`config.mk`:
```
export PLATFORM = sky130hd
export DESIGN_NAME = block_pattern_gen
export DESIGN_NICKNAME = d
export VERILOG_FILES = /design/src/rtl/block_pattern_gen.sv
export SDC_FILE = /design/constraint.sdc
export NUM_CORES = 1
export LEC_CHECK = 0
export CAP_MARGIN = 20
export CORE_UTILIZATION = 40
export DETAILED_ROUTE_END_ITERATION = 8
export PLACE_DENSITY = 0.67
export SLEW_MARGIN = 20
export SYNTH_ARGS = -nofsm -noshare
export SYNTH_HDL_FRONTEND = slang
export SYNTH_SLANG_ARGS = --single-unit
```
`constraint.sdc`:
```
create_clock -name clk -period 5.7 [get_ports clk]
set_input_delay 1.14 -clock clk [delete_from_list [all_inputs] [get_ports clk]]
set_output_delay 1.14 -clock clk [all_outputs]
set_load 0.005 [all_outputs]
```
`src/rtl/block_pattern_gen.sv`:
```
// block_pattern_gen: burst generator of BITS_BLOCK-wide transcoded test blocks
//   (cyclic k=1..4, transfer-index counter, PRBS31 x^31+x^28+1, idle fill).
// Latency: first o_valid one cycle after i_start is sampled in IDLE; o_block is registered.
// Backpressure: a transfer happens when o_valid && i_ready; while i_ready=0 o_block holds.
//
// Ports:
//   clk           - single clock
//   rst           - synchronous active-high reset (takes priority over i_start)
//   i_start       - burst request, sampled only in IDLE
//   i_mode        - pattern select (0 cyclic, 1 counter, 2 PRBS31, 3 idle), latched at start
//   i_num_blocks  - burst length, latched at start (0 = empty burst, straight to DONE)
//   i_ready       - downstream ready
//   o_block       - generated block, bit 0 is the header bit
//   o_valid       - o_block valid (RUN only)
//   o_busy        - high while in RUN
//   o_done        - one-cycle burst-complete pulse
//   o_count       - blocks transferred in the current or last burst
module block_pattern_gen #(
  parameter int BITS_BLOCK = 257,
  parameter int CNT_WIDTH  = 16
) (
  input  logic                  clk,
  input  logic                  rst,
  input  logic                  i_start,
  input  logic [1:0]            i_mode,
  input  logic [CNT_WIDTH-1:0]  i_num_blocks,
  input  logic                  i_ready,
  output logic [BITS_BLOCK-1:0] o_block,
  output logic                  o_valid,
  output logic                  o_busy,
  output logic                  o_done,
  output logic [CNT_WIDTH-1:0]  o_count
);

  localparam int PAY_W = BITS_BLOCK - 1;
  // Number of 3-bit copies needed to cover the block in cyclic mode.
  localparam int REPS = (BITS_BLOCK + 2) / 3;
  localparam logic [30:0] PRBS_SEED = 31'h7FFF_FFFF;

  typedef enum logic [1:0] {
    S_IDLE = 2'd0,
    S_RUN  = 2'd1,
    S_DONE = 2'd2
  } state_t;

  state_t r_state;
  state_t w_state_nxt;

  logic [1:0]            r_mode;
  logic [CNT_WIDTH-1:0]  r_len;
  logic [CNT_WIDTH-1:0]  r_count;
  logic [2:0]            r_cyc_k;
  logic [30:0]           r_prbs;
  logic [BITS_BLOCK-1:0] r_block;

  logic                  w_idle;
  logic                  w_xfer;
  logic                  w_last;
  logic                  w_len_zero;
  logic [CNT_WIDTH-1:0]  w_count_inc;
  logic [2:0]            w_k_adv;

  // Parameters of the block to be loaded next: taken from the inputs when a
  // burst is being started, from the latched/running state otherwise.
  logic [1:0]            w_sel_mode;
  logic [2:0]            w_sel_k;
  logic [CNT_WIDTH-1:0]  w_sel_idx;
  logic [30:0]           w_gen_state;

  logic [BITS_BLOCK-1:0] w_cyc_blk;
  logic [PAY_W-1:0]      w_cnt_pay;
  logic [PAY_W-1:0]      w_prbs_pay;
  logic [30:0]           w_prbs_nxt;
  logic [BITS_BLOCK-1:0] w_next_block;

  assign w_idle      = (r_state == S_IDLE);
  assign w_xfer      = (r_state == S_RUN) && i_ready;
  assign w_count_inc = r_count + CNT_WIDTH'(1);
  // Compare against the incremented count so the transfer that reaches the
  // length is the one that ends the burst; works up to 2^CNT_WIDTH-1.
  assign w_last      = (w_count_inc == r_len);
  assign w_len_zero  = (i_num_blocks == '0);
  assign w_k_adv     = (r_cyc_k == 3'd4) ? 3'd1 : (r_cyc_k + 3'd1);

  assign w_sel_mode  = w_idle ? i_mode    : r_mode;
  assign w_sel_k     = w_idle ? 3'd1      : w_k_adv;
  assign w_sel_idx   = w_idle ? '0        : w_count_inc;
  assign w_gen_state = w_idle ? PRBS_SEED : r_prbs;

  // Cyclic pattern: 3-bit k replicated, truncated to the block width.
  assign w_cyc_blk = BITS_BLOCK'({REPS{w_sel_k}});

  // Counter pattern: transfer index zero-extended into the payload.
  assign w_cnt_pay = PAY_W'(w_sel_idx);

  // PRBS31 Fibonacci LFSR. The emitted bit is the oldest state bit, so the
  // first 31 bits out of the all-ones seed are the seed itself. Bits are
  // shifted in from the top, leaving the earliest bit at payload bit 0.
  always_comb begin
    logic [30:0] lfsr;
    lfsr       = w_gen_state;
    w_prbs_pay = '0;
    for (int i = 0; i < PAY_W; i++) begin
      w_prbs_pay = {lfsr[30], w_prbs_pay[PAY_W-1:1]};
      lfsr       = {lfsr[29:0], lfsr[30] ^ lfsr[27]};
    end
    w_prbs_nxt = lfsr;
  end

  always_comb begin
    w_next_block = '0;
    case (w_sel_mode)
      2'd0:    w_next_block = w_cyc_blk;
      2'd1:    w_next_block = {w_cnt_pay, 1'b1};
      2'd2:    w_next_block = {w_prbs_pay, 1'b1};
      default: w_next_block = {{PAY_W{1'b0}}, 1'b1};
    endcase
  end

  // FSM: state register
  always_ff @(posedge clk) begin
    if (rst) begin
      r_state <= S_IDLE;
    end else begin
      r_state <= w_state_nxt;
    end
  end

  // FSM: next state
  always_comb begin
    w_state_nxt = r_state;
    case (r_state)
      S_IDLE: begin
        if (i_start) begin
          w_state_nxt = w_len_zero ? S_DONE : S_RUN;
        end
      end
      S_RUN: begin
        if (w_xfer && w_last) begin
          w_state_nxt = S_DONE;
        end
      end
      S_DONE:  w_state_nxt = S_IDLE;
      default: w_state_nxt = S_IDLE;
    endcase
  end

  // FSM: outputs
  always_comb begin
    o_valid = 1'b0;
    o_busy  = 1'b0;
    o_done  = 1'b0;
    case (r_state)
      S_RUN: begin
        o_valid = 1'b1;
        o_busy  = 1'b1;
      end
      S_DONE:  o_done = 1'b1;
      default: ;
    endcase
  end

  // Datapath: latch burst parameters at start, advance generators per transfer.
  always_ff @(posedge clk) begin
    if (rst) begin
      r_mode  <= 2'd0;
      r_len   <= '0;
      r_count <= '0;
      r_cyc_k <= 3'd0;
      r_prbs  <= PRBS_SEED;
      r_block <= '0;
    end else if (w_idle && i_start) begin
      r_mode  <= i_mode;
      r_len   <= i_num_blocks;
      r_count <= '0;
      if (!w_len_zero) begin
        r_block <= w_next_block;
        r_cyc_k <= 3'd1;
        r_prbs  <= w_prbs_nxt;
      end
    end else if (w_xfer) begin
      r_count <= w_count_inc;
      r_block <= w_next_block;
      r_cyc_k <= w_k_adv;
      r_prbs  <= w_prbs_nxt;
    end
  end

  assign o_block = r_block;
  assign o_count = r_count;

endmodule

```
# == After elaboration in Yosys (flattened, before gate mapping) ==
# Cells that the tools add are included.
# totals
ff_bits,327
in_bits,22
out_inout_bits,276
elab_cells,305
# op_classes
n_addsub,2
eq_ne,9
mux,21
bitwise_logic,256
n_reduce_logical,10
# ops
cell,count
$mux 257,3
$pmux 257 s3,1
$xor 1x1->1,256
$mux 31,4
$add 16x1->16 const B,1
$eq 16x16->1,1
$logic_not 16->1,1
$mux 16,1
$mux 3,5
$mux 2,4
$eq 2x1->1 const B,2
$eq 2x2->1 const B,2
$logic_not 2->1,2
$ne 2x2->1 const B,2
$pmux 2 s2,1
$reduce_and 2->1,2
$add 3x1->3 const B,1
$eq 3x3->1 const B,1
$logic_and 1x1->1,3
$mux 1,2
$ne 2x1->1 const B,1
$reduce_bool 2->1,1
$reduce_or 2->1,1

# == Depth between registers and ports, before layout ==
# logic_depth
ltp_word,14
mapped_depth,16
depth_no_buf,10

# == Worst setup path after synthesis ==
# OpenSTA, ideal clock, no wires.
# synth_timing
path_type,register -> register
startpoint,register r_state[1]
endpoint,register r_block[156] (netlist: o_block[156])
setup_ps,65
t_arrival_ps,3399
required_ps,5635
slack_ps,2235
path_stages_with_launch,16
path_buffers,6
synth_period_minus_slack_ps,3465
cell_sequence,dfxtp_1 > nor2_1 > buf_2 > buf_2 > buf_1 > clkbuf_1 > mux2i_1 > ha_1 > clkbuf_1 > clkinv_1 > nor2_1 > buf_2 > nand2_1 > a211oi_1 > a21oi_1 > nor2_1
# synth_via
elab_chain_len,10
elab_cells_between_ends,32
cone_classes,4 x eq/ne; 7 x mux; 15 x bitwise; 6 x reduce/logical
# synth_lines
element,line,rtl
from (decl),46,state_t r_state;
from (signal assigned),125,r_state <= w_state_nxt;
$logic_not 2->1,76,assign w_idle = (r_state == S_IDLE);
$mux 31,88,assign w_gen_state = w_idle ? PRBS_SEED : r_prbs;
$xor 1x1->1 (5 in series),105,"lfsr = {lfsr[29:0], lfsr[30] ^ lfsr[27]};"
$pmux 257 s3,112,case (w_sel_mode)
$mux 257 (on tied branches),"181, 176",
$mux 257,172,end else if (w_idle && i_start) begin
to (signal assigned),177,r_block <= w_next_block;
to (signal assigned),183,r_block <= w_next_block;
to (decl),54,logic [BITS_BLOCK-1:0] r_block;
# Parallel ways exist; a longest one is shown, timed or not. The select of a mux whose other input is x is not followed.
# A chain may end at the register's enable or synchronous reset.

# == Worst setup path after layout ==
# layout_timing
startpoint,register r_state[1]
endpoint,register r_block[237] (netlist: o_block[237])
# layout_via
elab_chain_len,13
elab_cells_between_ends,49
cone_classes,4 x eq/ne; 7 x mux; 32 x bitwise; 6 x reduce/logical
# layout_lines
element,line
$logic_not 2->1,76
$mux 31,88
$xor 1x1->1 (8 in series),105
$pmux 257 s3,112
$mux 257 (on tied branches),"181, 176"
$mux 257,172
# Parallel ways exist; a longest one is shown, timed or not. The select of a mux whose other input is x is not followed.

==> reports/summary.txt <==
CTS clock-pin slew for the worst setup and hold paths -> 60 ps
RSZ-0062 raised after global routing -> false
fillers -> 4244
CP Capture Type -> flip-flop
Post-CTS Hold Buffers -> 0
Async SR Flop Fraction -> 0%
number of flops mapped to enable cells by yosys -> 0
initial antenna violation count -> 3
Sink Count -> 327
worst slew pin tran -> 1170 ps
CP Max Fanout -> 48
Switch Pwr -> 0.00380 W
die width -> 213 um
area of the multi-input gates -> 10300 um2
Post-DRT Antenna Nets -> 0
H-Tree Depth -> 2
combinational cell fraction of total power -> 42.9%
CP startpoint kind -> flip-flop
CTS tree -> yes
final non-filler cell total -> 2946
post-route clock period utilization -> 71.8%
worst setup path startpoint -> r_state[1]
post-place instance area -> 21000 um2
Fmax -> 244 MHz
Hold Crit Depth -> 2
clock power share -> 27.6%
flop-to-flop setup slack -> 1600 ps
Final Critical Period -> 4100 ps
first-pass GRT wire length -> 103000 um
Root Buffer -> clkbuf_16
Area Overhead vs Synth -> 24.9%
core area -> 44100 um2
Starting Density -> 40.5%
routed wire length -> 70200 um
worst-path cell chain -> nor2_4, buf_4, nand2_1, o21ai_4, nand3_1, nor2_1, a221o_1
Synth Cell Area -> 17900 um2
family with the most delay on the worst path -> simple AND/OR/NAND/NOR gates
Slowest Stage Delay on Critical Path -> 790 ps
Die Ht -> 213 um
antenna diode count -> 0
Worst EP arrival -> 4600 ps
Residual DRC -> 0
vias in the first global route -> 15800
unique cell type count in the Yosys netlist -> 76
FF/Latch Area -> 6550 um2
fin nets -> 2357
First-pass DRT Iterations -> 6
row cnt -> 77
normalized max-slew margin -> 21.7%
cells on worst reg2reg path -> 7
RR Endpoint -> o_block[237]
hold path endpoint -> o_block[81]
commonest non-fill, non-tap cell in the layout -> dfxtp_1
kind of critical path -> reg -> reg
number of I/O pins -> 298
P_leak -> 7.98 nW
PortBufs -> 297
dominant synthesized flop cell -> dfxtp_1
1st-iter DRT viols -> 1835
largest net degree at the start of global routing -> 148
Tightest Hold Check Type -> reg -> reg
WL per Instance -> 23.8 um
clock latency on the worst-skew pair -> 570 ps
Post-CTS Setup Bufs -> 0
GPL Wtd Cong -> 0.965
maxcap violations -> 0
Buffers & Inverters on Critical Path -> 1
placed insts -> 2881
Power Dens Cells -> 426 nW/um2
detailed placer's ending HPWL -> 48700 um
Int Power -> 0.00572 W
routed via count -> 17000
Setup Skew -> 33.1 ps
Seq pwr share -> 29.5%
Synth Area per Inst -> 8.21 um2
Setup violations, final -> 0
grt ovf -> 0
Global Route Usage Sum -> 30.2%
die area -> 45600 um2
final slew viol count -> 0
number of vias per cell -> 5.77
syn_nets -> 2207
commonest cells after routing, fill and taps aside -> dfxtp_1, clkdlybuf4s50_1, a21oi_1
sequential area share after synthesis -> 36.6%
layout cells sized above 1 -> 6.84%
Reg2Reg Launch Point -> r_state[1]
Net Sw Frac -> 39.9%
Max Buffers Root-to-Sink -> 3
Final Hold Vio Count -> 0
number of gates resized after cts -> 0
Synth Register Bits -> 327
maximum vdd drop -> 0.242 mV
fin area -> 22300 um2
Critical Path Slowest Stage Cell -> nor2_1
synthesized instance count -> 2178
Hold Path Origin -> o_block[81]
synth warn -> 0
Sum Neg Setup Slack -> 0 ps
Critical Path RT -> 6200 ps
cts bufs inserted -> 37
status -> finished clean
[power by group through the flow]
stage / clock network (W) / logic (W) / registers, W
2_1_floorplan: 0 / 0.00277 / 0.00261
3_3_place_gp: 0 / 0.00393 / 0.00284
3_5_place_dp: 0 / 0.00393 / 0.00284
4_1_cts: 0.00266 / 0.00396 / 0.00280
5_1_grt: 0.00276 / 0.00425 / 0.00282
6_report: 0.00262 / 0.00408 / 0.00281
[cell type report]
cell class | count | share of cell area (%)
clock buffers | 50 | 4.87
clock inverters | 15 | 1.10
inverters | 12 | 0.202
multi-input cells | 1609 | 46.3
flip-flops and latches | 327 | 29.3
well taps | 592 | 3.32
repair buffers | 341 | 14.9
[per-layer routing]
metal	part of all wire, %	vias to the layer above	wire [um]	GRT usage, %
met5	0.051	-	36	0
met4	4.6	6	3220	14.0
met3	9.5	195	6670	7.12
met2	43	886	30500	44.7
met1	42	8047	29800	41.4
li1	-	7853	-	-
[how the worst max path moves through the flow]
stage	endpoint	cells after the start
floorplan	o_block[156]	15
global placement	o_block[255]	6
detailed placement	o_block[237]	6
CTS	o_block[199]	7
global route	o_block[234]	7
finish	o_block[237]	7
[worst min-delay path: stages, from the launching register on]
cell     delay (ps)
dfxtp_1         310
nand2_1          50
a21oi_1          50
[state kept, by name, summed over array words and instances, names as in the netlist]
register,count
r_state,2
r_prbs,31
o_count,16
r_len,16
r_mode,2
o_block,257
r_cyc_k,3
[kinds of logic (layout without fill, tap and decap cells)]
logic type | count (synthesis) | count (layout) | share of synthesized area, %
buf+inv | 242 | 418 | 5.96
mux | 4 | 4 | 0.238
flops | 327 | 327 | 36.6
fa+ha+maj | 7 | 7 | 0.490
xor+xnor | 306 | 306 | 19.3
compound gates | 656 | 656 | 21.5
simple gates | 636 | 636 | 15.8
[cells in the mapped netlist (7+ instances only)]
master / number / share of area [%]
buf_1: 17 / 0.36
xnor2_1: 150 / 7.3
or3_1: 7 / 0.24
nand2_1: 178 / 3.7
buf_2: 42 / 1.2
o211ai_1: 25 / 1.0
xnor3_1: 20 / 2.5
dfxtp_1: 327 / 37
clkbuf_1: 146 / 3.1
and3_1: 14 / 0.49
a22oi_1: 29 / 1.2
inv_1: 10 / 0.21
ha_1: 7 / 0.49
xor2_1: 93 / 4.6
a31oi_1: 10 / 0.35
xor3_1: 9 / 1.2
a221o_1: 10 / 0.56
xor2_2: 10 / 0.91
o21ai_0: 160 / 4.5
nor3_1: 71 / 2.0
nor4_1: 10 / 0.35
xnor2_2: 14 / 1.3
nand3_1: 78 / 2.2
and2_1: 7 / 0.24
buf_4: 22 / 0.92
a211oi_1: 51 / 2.1
a2bb2oi_1: 25 / 1.2
nor2_1: 229 / 4.8
o21ai_1: 10 / 0.28
a21oi_1: 292 / 8.2
nor2b_1: 7 / 0.24
[metrics by stage]
step / util, % / total power, W / setup WS, ps / hold WS (ps)
floorplan: - / 0.00537 / 2240 / 436
global placement: 47.6 / 0.00678 / 1470 / 442
detailed placement: 47.6 / 0.00677 / 1260 / 449
CTS: 50.6 / 0.00942 / 1640 / 455
global route: 50.6 / 0.00983 / 1230 / 479
finish: 50.6 / 0.00952 / 1600 / 450
Power figures use the tool's default switching activity.
